**src/rtl/rph_pulse_seq_if.sv**
```systemverilog
// Bus bundle between the PS-side register bank / trigger source and the RPH pulse sequencer.
// master drives configuration and requests; slave (the sequencer) drives status and the pulse.
interface rph_pulse_seq_if #(
  parameter int CNT_W = 32,
  parameter int NP_W  = 16
) ();

  logic [CNT_W-1:0] cfg_delay;
  logic [CNT_W-1:0] cfg_width;
  logic [CNT_W-1:0] cfg_period;
  logic [NP_W-1:0]  cfg_npulses;
  logic             arm;
  logic             trig;
  logic             abort;
  logic             pulse_out;
  logic             busy;
  logic             done;
  logic             aborted;
  logic             err_cfg;
  logic [NP_W-1:0]  pulse_idx;

  modport master (
    output cfg_delay,
    output cfg_width,
    output cfg_period,
    output cfg_npulses,
    output arm,
    output trig,
    output abort,
    input  pulse_out,
    input  busy,
    input  done,
    input  aborted,
    input  err_cfg,
    input  pulse_idx
  );

  modport slave (
    input  cfg_delay,
    input  cfg_width,
    input  cfg_period,
    input  cfg_npulses,
    input  arm,
    input  trig,
    input  abort,
    output pulse_out,
    output busy,
    output done,
    output aborted,
    output err_cfg,
    output pulse_idx
  );

endinterface

```
**src/rtl/rph_pulse_seq.sv**
```systemverilog
// Trigger-driven pulse-train sequencer: arm latches a config, a trigger edge starts
// delay -> N x (high W, low P-W) on pulse_out, with done/aborted/err_cfg strobes.
module rph_pulse_seq #(
  parameter int CNT_W = 32,
  parameter int NP_W  = 16
) (
  input  logic            clk,
  input  logic            rst,
  rph_pulse_seq_if.slave  seq_bus
);

  localparam logic [2:0] S_IDLE  = 3'd0;
  localparam logic [2:0] S_ARMED = 3'd1;
  localparam logic [2:0] S_DELAY = 3'd2;
  localparam logic [2:0] S_HIGH  = 3'd3;
  localparam logic [2:0] S_LOW   = 3'd4;

  logic [2:0]       state_q, state_d;
  logic [CNT_W-1:0] cnt_q, cnt_d;
  logic [CNT_W-1:0] delay_q, delay_d;
  logic [CNT_W-1:0] width_q, width_d;
  logic [CNT_W-1:0] period_q, period_d;
  logic [NP_W-1:0]  npulses_q, npulses_d;
  logic [NP_W-1:0]  idx_q, idx_d;
  logic             trig_q;
  logic             pulse_q, pulse_d;
  logic             done_q, done_d;
  logic             aborted_q, aborted_d;
  logic             err_q, err_d;

  logic             trigEdge;
  logic             cfgBad;
  logic             cntZero;
  logic             lastPulse;
  logic             isBusy;

  assign trigEdge  = seq_bus.trig && !trig_q;
  assign cfgBad    = (seq_bus.cfg_width == '0) || (seq_bus.cfg_npulses == '0) ||
                     (seq_bus.cfg_period <= seq_bus.cfg_width);
  assign cntZero   = (cnt_q == '0);
  assign lastPulse = (idx_q == (npulses_q - NP_W'(1)));
  assign isBusy    = (state_q != S_IDLE);

  // Counters are loaded with length-1 so that expiry lands exactly on the boundary edge.
  always_comb begin
    state_d   = state_q;
    cnt_d     = cnt_q;
    delay_d   = delay_q;
    width_d   = width_q;
    period_d  = period_q;
    npulses_d = npulses_q;
    idx_d     = idx_q;
    pulse_d   = pulse_q;
    done_d    = 1'b0;
    aborted_d = 1'b0;
    err_d     = 1'b0;

    if (seq_bus.abort && isBusy) begin
      state_d   = S_IDLE;
      pulse_d   = 1'b0;
      aborted_d = 1'b1;
    end else begin
      case (state_q)
        S_IDLE: begin
          if (seq_bus.arm) begin
            if (cfgBad) begin
              err_d = 1'b1;
            end else begin
              delay_d   = seq_bus.cfg_delay;
              width_d   = seq_bus.cfg_width;
              period_d  = seq_bus.cfg_period;
              npulses_d = seq_bus.cfg_npulses;
              idx_d     = '0;
              state_d   = S_ARMED;
            end
          end
        end

        S_ARMED: begin
          if (trigEdge) begin
            if (delay_q == '0) begin
              state_d = S_HIGH;
              pulse_d = 1'b1;
              cnt_d   = width_q - CNT_W'(1);
            end else begin
              state_d = S_DELAY;
              cnt_d   = delay_q - CNT_W'(1);
            end
          end
        end

        S_DELAY: begin
          if (cntZero) begin
            state_d = S_HIGH;
            pulse_d = 1'b1;
            cnt_d   = width_q - CNT_W'(1);
          end else begin
            cnt_d = cnt_q - CNT_W'(1);
          end
        end

        S_HIGH: begin
          if (cntZero) begin
            pulse_d = 1'b0;
            if (lastPulse) begin
              state_d = S_IDLE;
              done_d  = 1'b1;
            end else begin
              state_d = S_LOW;
              cnt_d   = period_q - width_q - CNT_W'(1);
            end
          end else begin
            cnt_d = cnt_q - CNT_W'(1);
          end
        end

        S_LOW: begin
          if (cntZero) begin
            state_d = S_HIGH;
            pulse_d = 1'b1;
            idx_d   = idx_q + NP_W'(1);
            cnt_d   = width_q - CNT_W'(1);
          end else begin
            cnt_d = cnt_q - CNT_W'(1);
          end
        end

        default: begin
          state_d = S_IDLE;
          pulse_d = 1'b0;
        end
      endcase
    end
  end

  always_ff @(posedge clk or posedge rst) begin
    if (rst) begin
      state_q   <= S_IDLE;
      cnt_q     <= '0;
      delay_q   <= '0;
      width_q   <= '0;
      period_q  <= '0;
      npulses_q <= '0;
      idx_q     <= '0;
      trig_q    <= 1'b0;
      pulse_q   <= 1'b0;
      done_q    <= 1'b0;
      aborted_q <= 1'b0;
      err_q     <= 1'b0;
    end else begin
      state_q   <= state_d;
      cnt_q     <= cnt_d;
      delay_q   <= delay_d;
      width_q   <= width_d;
      period_q  <= period_d;
      npulses_q <= npulses_d;
      idx_q     <= idx_d;
      trig_q    <= seq_bus.trig;
      pulse_q   <= pulse_d;
      done_q    <= done_d;
      aborted_q <= aborted_d;
      err_q     <= err_d;
    end
  end

  assign seq_bus.pulse_out = pulse_q;
  assign seq_bus.busy      = isBusy;
  assign seq_bus.done      = done_q;
  assign seq_bus.aborted   = aborted_q;
  assign seq_bus.err_cfg   = err_q;
  assign seq_bus.pulse_idx = idx_q;

`ifndef SYNTHESIS
  // The output pulse is only ever high while the FSM sits in HIGH.
  a_pulse_in_high: assert property (@(posedge clk) disable iff (rst)
    pulse_q |-> (state_q == S_HIGH));
  a_done_xor_abort: assert property (@(posedge clk) disable iff (rst)
    !(done_q && aborted_q));
  a_cfg_legal: assert property (@(posedge clk) disable iff (rst)
    isBusy |-> ((width_q != '0) && (npulses_q != '0) && (period_q > width_q)));
`endif

endmodule

```
**src/flat_wrapper.sv**
```systemverilog
// flat-port wrapper written by rule: the top's interface ports become plain ports
module rph_pulse_seq_flat 
#(
  parameter int CNT_W = 32,
  parameter int NP_W  = 16
)
  (clk, rst, seq_bus_cfg_delay, seq_bus_cfg_width, seq_bus_cfg_period, seq_bus_cfg_npulses, seq_bus_arm, seq_bus_trig, seq_bus_abort, seq_bus_pulse_out, seq_bus_busy, seq_bus_done, seq_bus_aborted, seq_bus_err_cfg, seq_bus_pulse_idx);
  rph_pulse_seq_if #(.CNT_W(CNT_W), .NP_W(NP_W)) seq_bus_i ();
  input  logic clk;
  input  logic rst;
  input wire logic [$bits(seq_bus_i.cfg_delay)-1:0] seq_bus_cfg_delay;
  input wire logic [$bits(seq_bus_i.cfg_width)-1:0] seq_bus_cfg_width;
  input wire logic [$bits(seq_bus_i.cfg_period)-1:0] seq_bus_cfg_period;
  input wire logic [$bits(seq_bus_i.cfg_npulses)-1:0] seq_bus_cfg_npulses;
  input wire logic [$bits(seq_bus_i.arm)-1:0] seq_bus_arm;
  input wire logic [$bits(seq_bus_i.trig)-1:0] seq_bus_trig;
  input wire logic [$bits(seq_bus_i.abort)-1:0] seq_bus_abort;
  output wire logic [$bits(seq_bus_i.pulse_out)-1:0] seq_bus_pulse_out;
  output wire logic [$bits(seq_bus_i.busy)-1:0] seq_bus_busy;
  output wire logic [$bits(seq_bus_i.done)-1:0] seq_bus_done;
  output wire logic [$bits(seq_bus_i.aborted)-1:0] seq_bus_aborted;
  output wire logic [$bits(seq_bus_i.err_cfg)-1:0] seq_bus_err_cfg;
  output wire logic [$bits(seq_bus_i.pulse_idx)-1:0] seq_bus_pulse_idx;
  assign seq_bus_i.cfg_delay = seq_bus_cfg_delay;
  assign seq_bus_i.cfg_width = seq_bus_cfg_width;
  assign seq_bus_i.cfg_period = seq_bus_cfg_period;
  assign seq_bus_i.cfg_npulses = seq_bus_cfg_npulses;
  assign seq_bus_i.arm = seq_bus_arm;
  assign seq_bus_i.trig = seq_bus_trig;
  assign seq_bus_i.abort = seq_bus_abort;
  assign seq_bus_pulse_out = seq_bus_i.pulse_out;
  assign seq_bus_busy = seq_bus_i.busy;
  assign seq_bus_done = seq_bus_i.done;
  assign seq_bus_aborted = seq_bus_i.aborted;
  assign seq_bus_err_cfg = seq_bus_i.err_cfg;
  assign seq_bus_pulse_idx = seq_bus_i.pulse_idx;
  rph_pulse_seq #(.CNT_W(CNT_W), .NP_W(NP_W)) u_core (.clk(clk), .rst(rst), .seq_bus(seq_bus_i));
endmodule
```
**config.mk**
```make
export PLATFORM = sky130hd
export DESIGN_NAME = rph_pulse_seq_flat
export DESIGN_NICKNAME = d
export VERILOG_FILES = /design/src/rtl/rph_pulse_seq_if.sv /design/src/rtl/rph_pulse_seq.sv /design/src/flat_wrapper.sv
export SDC_FILE = /design/constraint.sdc
export NUM_CORES = 1
export LEC_CHECK = 0
export ABC_AREA = 0
export CORE_ASPECT_RATIO = 1.2
export CORE_MARGIN = 2
export CORE_UTILIZATION = 52
export DETAILED_ROUTE_END_ITERATION = 10
export MAX_ROUTING_LAYER = met4
export PLACE_DENSITY_LB_ADDON = 0.25
export SLEW_MARGIN = 20
export SYNTH_ARGS = -nofsm -noshare
export SYNTH_HDL_FRONTEND = slang
export SYNTH_SLANG_ARGS = --single-unit
export TNS_END_PERCENT = 30
```
**constraint.sdc**
```tcl
create_clock -name clk -period 6 [get_ports clk]
set_input_delay 1.2 -clock clk [delete_from_list [all_inputs] [get_ports clk]]
set_output_delay 1.2 -clock clk [all_outputs]
set_load 0.005 [all_outputs]
```
**Word level (Yosys, flattened, before mapping)**

Cells that the tools add are included.

- Add/subtract/negate cells: 7
- $lt $le $gt $ge: 1
- Equal/unequal tests: 17
- Muxes and demuxes: 34
- Bitwise gates (word level): 2
- Reductions and logical operators: 19

Operators with widths:

| kind | number |
|---|---|
| $mux 32 | 5 |
| $sub 32x1->32 const B | 4 |
| $logic_not 32->1 | 3 |
| $pmux 32 s3 | 1 |
| $mux 16 | 3 |
| $le 32x32->1 | 1 |
| $pmux 16 s2 | 1 |
| $sub 32x32->32 | 1 |
| $mux 3 | 7 |
| $add 16x1->16 const B | 1 |
| $eq 16x16->1 | 1 |
| $logic_not 16->1 | 1 |
| $sub 16x1->16 const B | 1 |
| $mux 1 | 15 |
| $reduce_and 5->1 | 3 |
| $ne 3x1->1 const B | 4 |
| $pmux 3 s4 | 1 |
| $reduce_and 4->1 | 2 |
| $eq 3x2->1 const B | 2 |
| $ne 2x1->1 const B | 3 |
| $ne 3x3->1 const B | 2 |
| $reduce_bool 3->1 | 2 |
| $ne 2x2->1 const B | 2 |
| $pmux 1 s4 | 1 |
| 10 further kinds | 13 |

- Bits in registers: 168
- Input port bits: 117
- Output and inout port bits: 21
- Logic and storage cells: 92

**Longest topological paths before layout**

Gate-level depths: netlist (run 1).

- Depth after elaboration: 7
- Gate-level depth with buffers: 13
- Mapped depth without buffers: 13

**Worst setup path after synthesis (run 1)**

No wires, ideal clock.

- Path type: input -> register
- Start point: input port seq_bus_cfg_width[1]
- End point: register u_core.delay_q[18]
- Library setup time: 0.125 ns
- Arrival: 3.462 ns
- Path slack: 2.413 ns
- Stages: 12
- Cell sequence: inv_1 -> ha_1 -> nor2b_1 -> o21a_1 -> o21a_1 -> o21ai_0 -> a21boi_0 -> nand4b_1 -> nand2_1 -> clkbuf_1 -> buf_1 -> mux2_2

- Cells in the longest elaborated chain, start to end: 5
- Elaborated cells on any way between the ends: 6
- Classes of those cells: order compare: 1; bitwise: 1; reduce/logical: 4

RTL lines:

| item | line | text |
|---|---|---|
| start, declared | flat_wrapper.sv:12 | `input wire logic [$bits(seq_bus_i.cfg_width)-1:0] seq_bus_cfg_width;` |
| branches (longest 2 deep; another with $le 32x32->1) | -- |  |
| $logic_or 1x1->1 * | rph_pulse_seq.sv:38 | `assign cfgBad = (seq_bus.cfg_width == '0) \|\| (seq_bus.cfg_npulses == '0) \|\|` |
| $not 1->1 (no source line) * | -- |  |
| $reduce_and 4->1 (no source line) * | -- |  |
| end signal, assigned | rph_pulse_seq.sv:153 | `delay_q <= delay_d;` |
| end, declared | rph_pulse_seq.sv:20 | `logic [CNT_W-1:0] delay_q, delay_d;` |

Mark *: on every way between the ends.
A chain may end at the register's enable or synchronous reset.

**Final worst setup path (run 1)**

- Start point: input port seq_bus_cfg_width[22]
- End point: register u_core.delay_q[20]

Same word-level chain as after synthesis.

==> qor.csv, run 1 <==
metric,value,unit
status,completed,
fin_tns_setup,0,ps
synthArstFlopShare,1.00,
place_area,13900,sq um
io_pins,138,
cts.clk_slew.worst_paths,70,ps
post_cts_resize_count,0,
postSynthAreaPerCell,8.77,sq um
pwr_density_cell,519,nW/um^2
start_util,0.529,
finalCritPeriodShare,0.728,
ys_types,74,
synth_nets,1582,
critPathKind,in -> reg,
ant_nets,0,
fin_skew,10.4,ps
reg2reg_depth,8,
drtPass1Iterations,5,
core,23100,sq um
routed_wl,35100,microns
critPathRequiredTime,6330,ps
n_antenna_cell,0,
irDropWorstVdd,0.255,mV
grt_max_degree,98,
die_h,172,microns
area_growth,18.4,%
cap_violations,0,
cts_made_buffers,17,
wire_per_inst,19.1,microns
rsz0062_at_grt,no,
hp-start,u_core.width_q[8],
ys_warn_count,0,
hold_class,reg -> reg,
grt_use_total,0.297,
drive_above_1_share,0.0959,
fin_cells,1838,
grt_pass1_vias,10700,
setup_viol,0,
cts_setup_buffers,0,
r2r-end,u_core.cnt_q[5],
synth_edf_count,0,
clk_latency,440,ps
hold_viol_final,0,
portBuffers,137,
hold_depth,2,
cts_hold_repair.buffers,0,
clockBufferDepth,2,
dp_cells,1806,
critPathLaunchType,primary input,
worst_pin_slew,1100,ps
overflow,0,
end_kind,flip-flop,
tritoncts,yes,
ys.flop_type,dfrtp_1,
synth_seq_cells,168,
dp_hpwl,27000,microns
design.die.area,24800,sq um
max_freq,229,MHz
h-tree-depth,4,
synth_cells,1394,
root_buffer,clkbuf_16,
vias,11100,
finish.utilization,0.626,
drc,0,
rows,61,
critPathMaxFanout,67,
finalNetCount,1698,
p_leak,5.98,nW
r2r_setup_slack,2190,ps
avgViaCountPerCell,6.03,
syn-cell-area,12200,sq um
grt_pass1_wl,55800,microns
finalPower,0.00752,W
design_area,14500,sq um
drv_slew,0,
die_w,144,microns
drt-initial-drc-count,906,
gp_congestion,0.953,
min_to,u_core.width_q[8],
antenna_found_initial,0,
relSlewSlack,0.268,
min_period,4370,ps
worstPathArrival,4700,ps
ys_seq_area_frac,0.344,
numClockSinks,168,
rr_startpoint,u_core.cnt_q[17],
final cells by class:
type,instances,area (sq um)
flip-flops and latches,168,4200
fillers,2015,8650
repair buffers,148,1470
clock inverters,15,159
well taps,315,394
multi-input cells,1096,7520
inverters,79,302
clock buffers,17,425
worst max path at each step:
stage / end / start / depth (start not counted) / slack (ps)
floorplan: u_core.cnt_q[0] / rst / 1 / 250
global placement: u_core.delay_q[5] / seq_bus_cfg_width[22] / 10 / 1340
detailed placement: u_core.delay_q[1] / seq_bus_cfg_width[22] / 10 / 1240
CTS: u_core.delay_q[7] / seq_bus_cfg_width[22] / 10 / 1680
global route: u_core.period_q[14] / seq_bus_cfg_width[23] / 10 / 1400
finish: u_core.delay_q[20] / seq_bus_cfg_width[22] / 10 / 1630
flip-flops by register name, indices dropped and copies added (netlist names):
register                  count
u_core.seq_bus.pulse_out      1
u_core.npulses_q             16
u_core.delay_q               32
u_core.seq_bus.err_cfg        1
u_core.seq_bus.done           1
u_core.seq_bus.pulse_idx     16
u_core.width_q               32
u_core.trig_q                 1
u_core.cnt_q                 32
u_core.period_q              32
u_core.seq_bus.aborted        1
u_core.state_q                3
report_power, final:
part	internal [W]	total [W]	switching, W
sequential	0.00164	0.00227	0.000635
combinational	0.00183	0.00415	0.00232
clock	0.000557	0.00110	0.000540
total	0.00402	0.00752	0.00350
placed cells by master (no fill, tap or decap), drive strengths merged, types with 11 or more instances in the layout:
cell type / Yosys / layout
nor3: 51 / 51
nor2: 97 / 97
nand2b: 19 / 19
xnor2: 77 / 77
o22ai: 17 / 17
mux2: 82 / 82
nand2: 127 / 127
buf: 18 / 11
o21ai: 96 / 96
dfrtp: 168 / 168
or3: 16 / 16
ha: 70 / 70
a21o: 25 / 25
nand3: 35 / 35
o211ai: 12 / 12
and3: 12 / 12
clkbuf: 33 / 17
xor2: 38 / 38
a31oi: 22 / 22
nor4: 41 / 41
nand4: 17 / 17
or4: 19 / 19
a21oi: 86 / 86
inv: 79 / 87
clkdlybuf4s50: 0 / 137
mux2i: 13 / 13
critical path, cell delays in order:
cell and delay, ps:
clkdlybuf4s50_1 480, inv_1 70, ha_1 300, nand4_1 150, nor4_1 750, a31oi_1 180
nor2b_1 230, nand2_4 550, buf_12 330, mux2_2 380
cell usage after synthesis, types with 4 or more instances:
| cell type | instances | share of area |
|---|---|---|
| buf_2 | 7 | 0.0029 |
| and4_1 | 4 | 0.0029 |
| a21boi_0 | 6 | 0.0037 |
| o22ai_1 | 17 | 0.0087 |
| buf_1 | 7 | 0.0021 |
| xnor2_1 | 77 | 0.055 |
| o21a_1 | 10 | 0.0061 |
| and3_1 | 12 | 0.0061 |
| nor3_1 | 50 | 0.020 |
| o31ai_1 | 6 | 0.0037 |
| a31oi_1 | 22 | 0.011 |
| o211ai_1 | 12 | 0.0074 |
| and2_1 | 6 | 0.0031 |
| nor3b_1 | 4 | 0.0025 |
| a21oi_1 | 85 | 0.035 |
| nand2_1 | 127 | 0.039 |
| clkbuf_1 | 33 | 0.010 |
| inv_1 | 79 | 0.024 |
| xor2_1 | 38 | 0.027 |
| a211oi_1 | 7 | 0.0043 |
| nand4_1 | 17 | 0.0087 |
| nand3_1 | 35 | 0.014 |
| a21o_1 | 25 | 0.015 |
| a221o_1 | 4 | 0.0033 |
| or4_4 | 4 | 0.0037 |
| a221oi_1 | 5 | 0.0036 |
| mux2_2 | 82 | 0.076 |
| nor2_1 | 97 | 0.030 |
| nor4_1 | 39 | 0.020 |
| mux2i_1 | 13 | 0.011 |
| a22o_1 | 10 | 0.0072 |
| dfrtp_1 | 168 | 0.34 |
| or3_1 | 15 | 0.0077 |
| o21ai_0 | 96 | 0.039 |
| nand2b_1 | 19 | 0.0097 |
| or2_2 | 5 | 0.0026 |
| nor2b_1 | 10 | 0.0051 |
| ha_1 | 70 | 0.072 |
| or4_1 | 15 | 0.0092 |
stage by stage:
stage	hold WS [ps]	worst slack, ps
final	513	1630
after floorplan	456	253
after detailed placement	501	1240
after global placement	484	1340
after global routing	543	1400
after CTS	517	1680
cell families (layout without fill, tap and decap cells):
logic type	count (synthesis)	in the layout	share of synthesized area
AO/OA/AOI/OAI	340	340	0.174
buffers and inverters	130	259	0.0428
multiplexers	95	95	0.0862
AND/OR/NAND/NOR	475	475	0.198
flip-flops	168	168	0.344
XOR/XNOR	115	115	0.0824
adder cells (fa/ha/maj)	71	71	0.0733
layer usage:
metal  GRT usage  routed length [microns]
met3      0.0557                     2210
met4      0.0929                      907
met5           -                        0
met1       0.369                    15000
met2       0.494                    16900
No activity file was read; power rests on OpenSTA's default activity.
==> run 2: changes to the inputs <==
--- a/config.mk
+++ b/config.mk
@@ -8,7 +8,7 @@
 export ABC_AREA = 0
 export CORE_ASPECT_RATIO = 1.2
 export CORE_MARGIN = 2
-export CORE_UTILIZATION = 52
+export CORE_UTILIZATION = 58
 export DETAILED_ROUTE_END_ITERATION = 10
 export MAX_ROUTING_LAYER = met4
 export PLACE_DENSITY_LB_ADDON = 0.25
==> constraint.sdc (replaced) <==
create_clock -name clk -period 4.3 [get_ports clk]
set_input_delay 0.86 -clock clk [delete_from_list [all_inputs] [get_ports clk]]
set_output_delay 0.86 -clock clk [all_outputs]
set_load 0.005 [all_outputs]
==> qor.csv, run 2 (synthesized netlist as in run 1, its figures left out) <==
metric,value,unit,change
p_leak,6.01,nW,+0.46%
io_pins,138,,unchanged
antenna_found_initial,0,,unchanged
drive_above_1_share,0.0987,,+0.00283
grt_use_total,0.335,,+0.0381
finalNetCount,1705,,+0.41%
irDropWorstVdd,0.363,mV,+42%
cts_setup_buffers,0,,unchanged
numClockSinks,168,,unchanged
pwr_density_cell,727,nW/um^2,+40%
fillers,1711,,-15%
avgViaCountPerCell,6.27,,+4.0%
clk_latency,440,ps,about the same
min_period,3680,ps,
final_common_cell,dfrtp_1,,
rows,58,,-4.9%
worstPathArrival,4010,ps,-690 ps
dp_hpwl,26800,microns,-0.46%
cts.clk_slew.worst_paths,70,ps,about the same
drc,0,,unchanged
fin_tns_setup,0,ps,unchanged
max_freq,271,MHz,
routed_wl,35300,microns,+0.61%
n_antenna_cell,0,,unchanged
drtPass1Iterations,6,,+1
rsz0062_at_grt,no,,
design.die.area,22300,sq um,-10%
fin_skew,13.8,ps,+3.40 ps
worst_pin_slew,951,ps,-145 ps
drt-met1-wl,14600,microns,-2.9%
core,20800,sq um,-9.9%
critPathMaxFanout,43,,-36%
grt_max_degree,169,,+72%
critPathKind,in -> reg,,
place_area,13900,sq um,+0.20%
post_cts_resize_count,0,,unchanged
tritoncts,yes,,
wl_met2,17000,microns,+0.68%
ant_nets,0,,unchanged
status,completed,,
clockBufferDepth,2,,unchanged
die_w,137,microns,-5.2%
critPathLaunchType,primary input,,
dr_wl_met3,2330,microns,+5.4%
drv_slew,0,,unchanged
grt_pass1_wl,56800,microns,+1.8%
cap_violations,0,,unchanged
grt_pass1_vias,11100,,+4.0%
die_h,163,microns,-5.2%
layout_common_cells,"168 x dfrtp_1, 137 x clkdlybuf4s50_1, 126 x nand2_1",,
highest_layer,met4,,
critPathRequiredTime,4620,ps,-1710 ps
finalCritPeriodShare,0.857,,
gp_congestion,0.963,,+1.1%
hold_class,reg -> reg,,
h-tree-depth,4,,unchanged
vias,11300,,+1.9%
portBuffers,137,,unchanged
cts_hold_repair.buffers,0,,unchanged
wire_per_inst,19.6,microns,+2.7%
end_kind,flip-flop,,
relSlewSlack,0.364,,+0.0958
overflow,0,,unchanged
start_util,0.587,,+0.0583
design_area,14500,sq um,about the same
root_buffer,clkbuf_16,,
area_growth,18.4,%,about the same
drt-initial-drc-count,1132,,+25%
dp_cells,1768,,-2.1%
cts_made_buffers,17,,unchanged
setup_viol,0,,unchanged
hold_viol_final,0,,unchanged
fin_cells,1800,,-2.1%
[run 2: cell types whose count changed in the layout (fill, tap and decap cells not counted), sizes merged]
cell	before	now
buf	11	18
clkbuf	17	19
clkinv	6	7
clkinvlp	1	3
inv	87	82
[run 2: metrics by stage]
stage	total power [W]	hold WS [ps]	utilization	worst slack [ps]
5_1_grt	0.0113	537	0.695	610
6_report	0.0105	505	0.695	616
4_1_cts	0.0104	508	0.695	759
2_1_floorplan	0.00727	456	-	1050
3_3_place_gp	0.00873	491	0.668	358
3_5_place_dp	0.00889	486	0.668	327
[run 2: per-layer routing]
| metal | track usage | up-vias |
|---|---|---|
| met5 | - | - |
| li1 | - | 5325 |
| met2 | 0.548 | 451 |
| met1 | 0.413 | 5406 |
| met3 | 0.0574 | 106 |
| met4 | 0.134 | 0 |
[run 2: worst paths after layout]
kind	start	endpoint	slack, ps	depth (start not counted)
max in group asynchronous	rst	u_core.width_q[9]	2570	3
min in group asynchronous	rst	u_core.delay_q[26]	1010	3
min reg2reg	u_core.width_q[8]	u_core.width_q[8]	500	2
min	u_core.width_q[8]	u_core.width_q[8]	500	2
max reg2reg	u_core.width_q[1]	u_core.cnt_q[29]	690	11
max	seq_bus_cfg_width[22]	u_core.delay_q[10]	620	9
[run 2: layout make-up]
class                           instances  area (sq um)  area share
Sequential cell                       168          4200       0.290
Multi-Input combinational cell       1096          7520       0.519
Clock inverter                         13           116     0.00804
Timing Repair Buffer                  155          1560       0.108
Inverter                               79           300      0.0207
Clock buffer                           19           443      0.0306
Tap cell                              270           338      0.0233
[run 2: where the power goes]
part | leakage, nW | total, W | switching, W | internal, W
combinational | 3.68 | 0.00587 | 0.00327 | 0.00260
clock | 0.271 | 0.00148 | 0.000710 | 0.000772
sequential | 2.05 | 0.00317 | 0.000888 | 0.00228
total | 6.01 | 0.0105 | 0.00487 | 0.00566
[run 2: worst max-delay path: stages]
cell	delay [ps]
clkdlybuf4s50_1	540
nor4_1	750
nand4_1	370
o21ai_0	270
a31oi_1	90
nor2b_1	200
nand2_4	230
buf_12	250
mux2_2	380
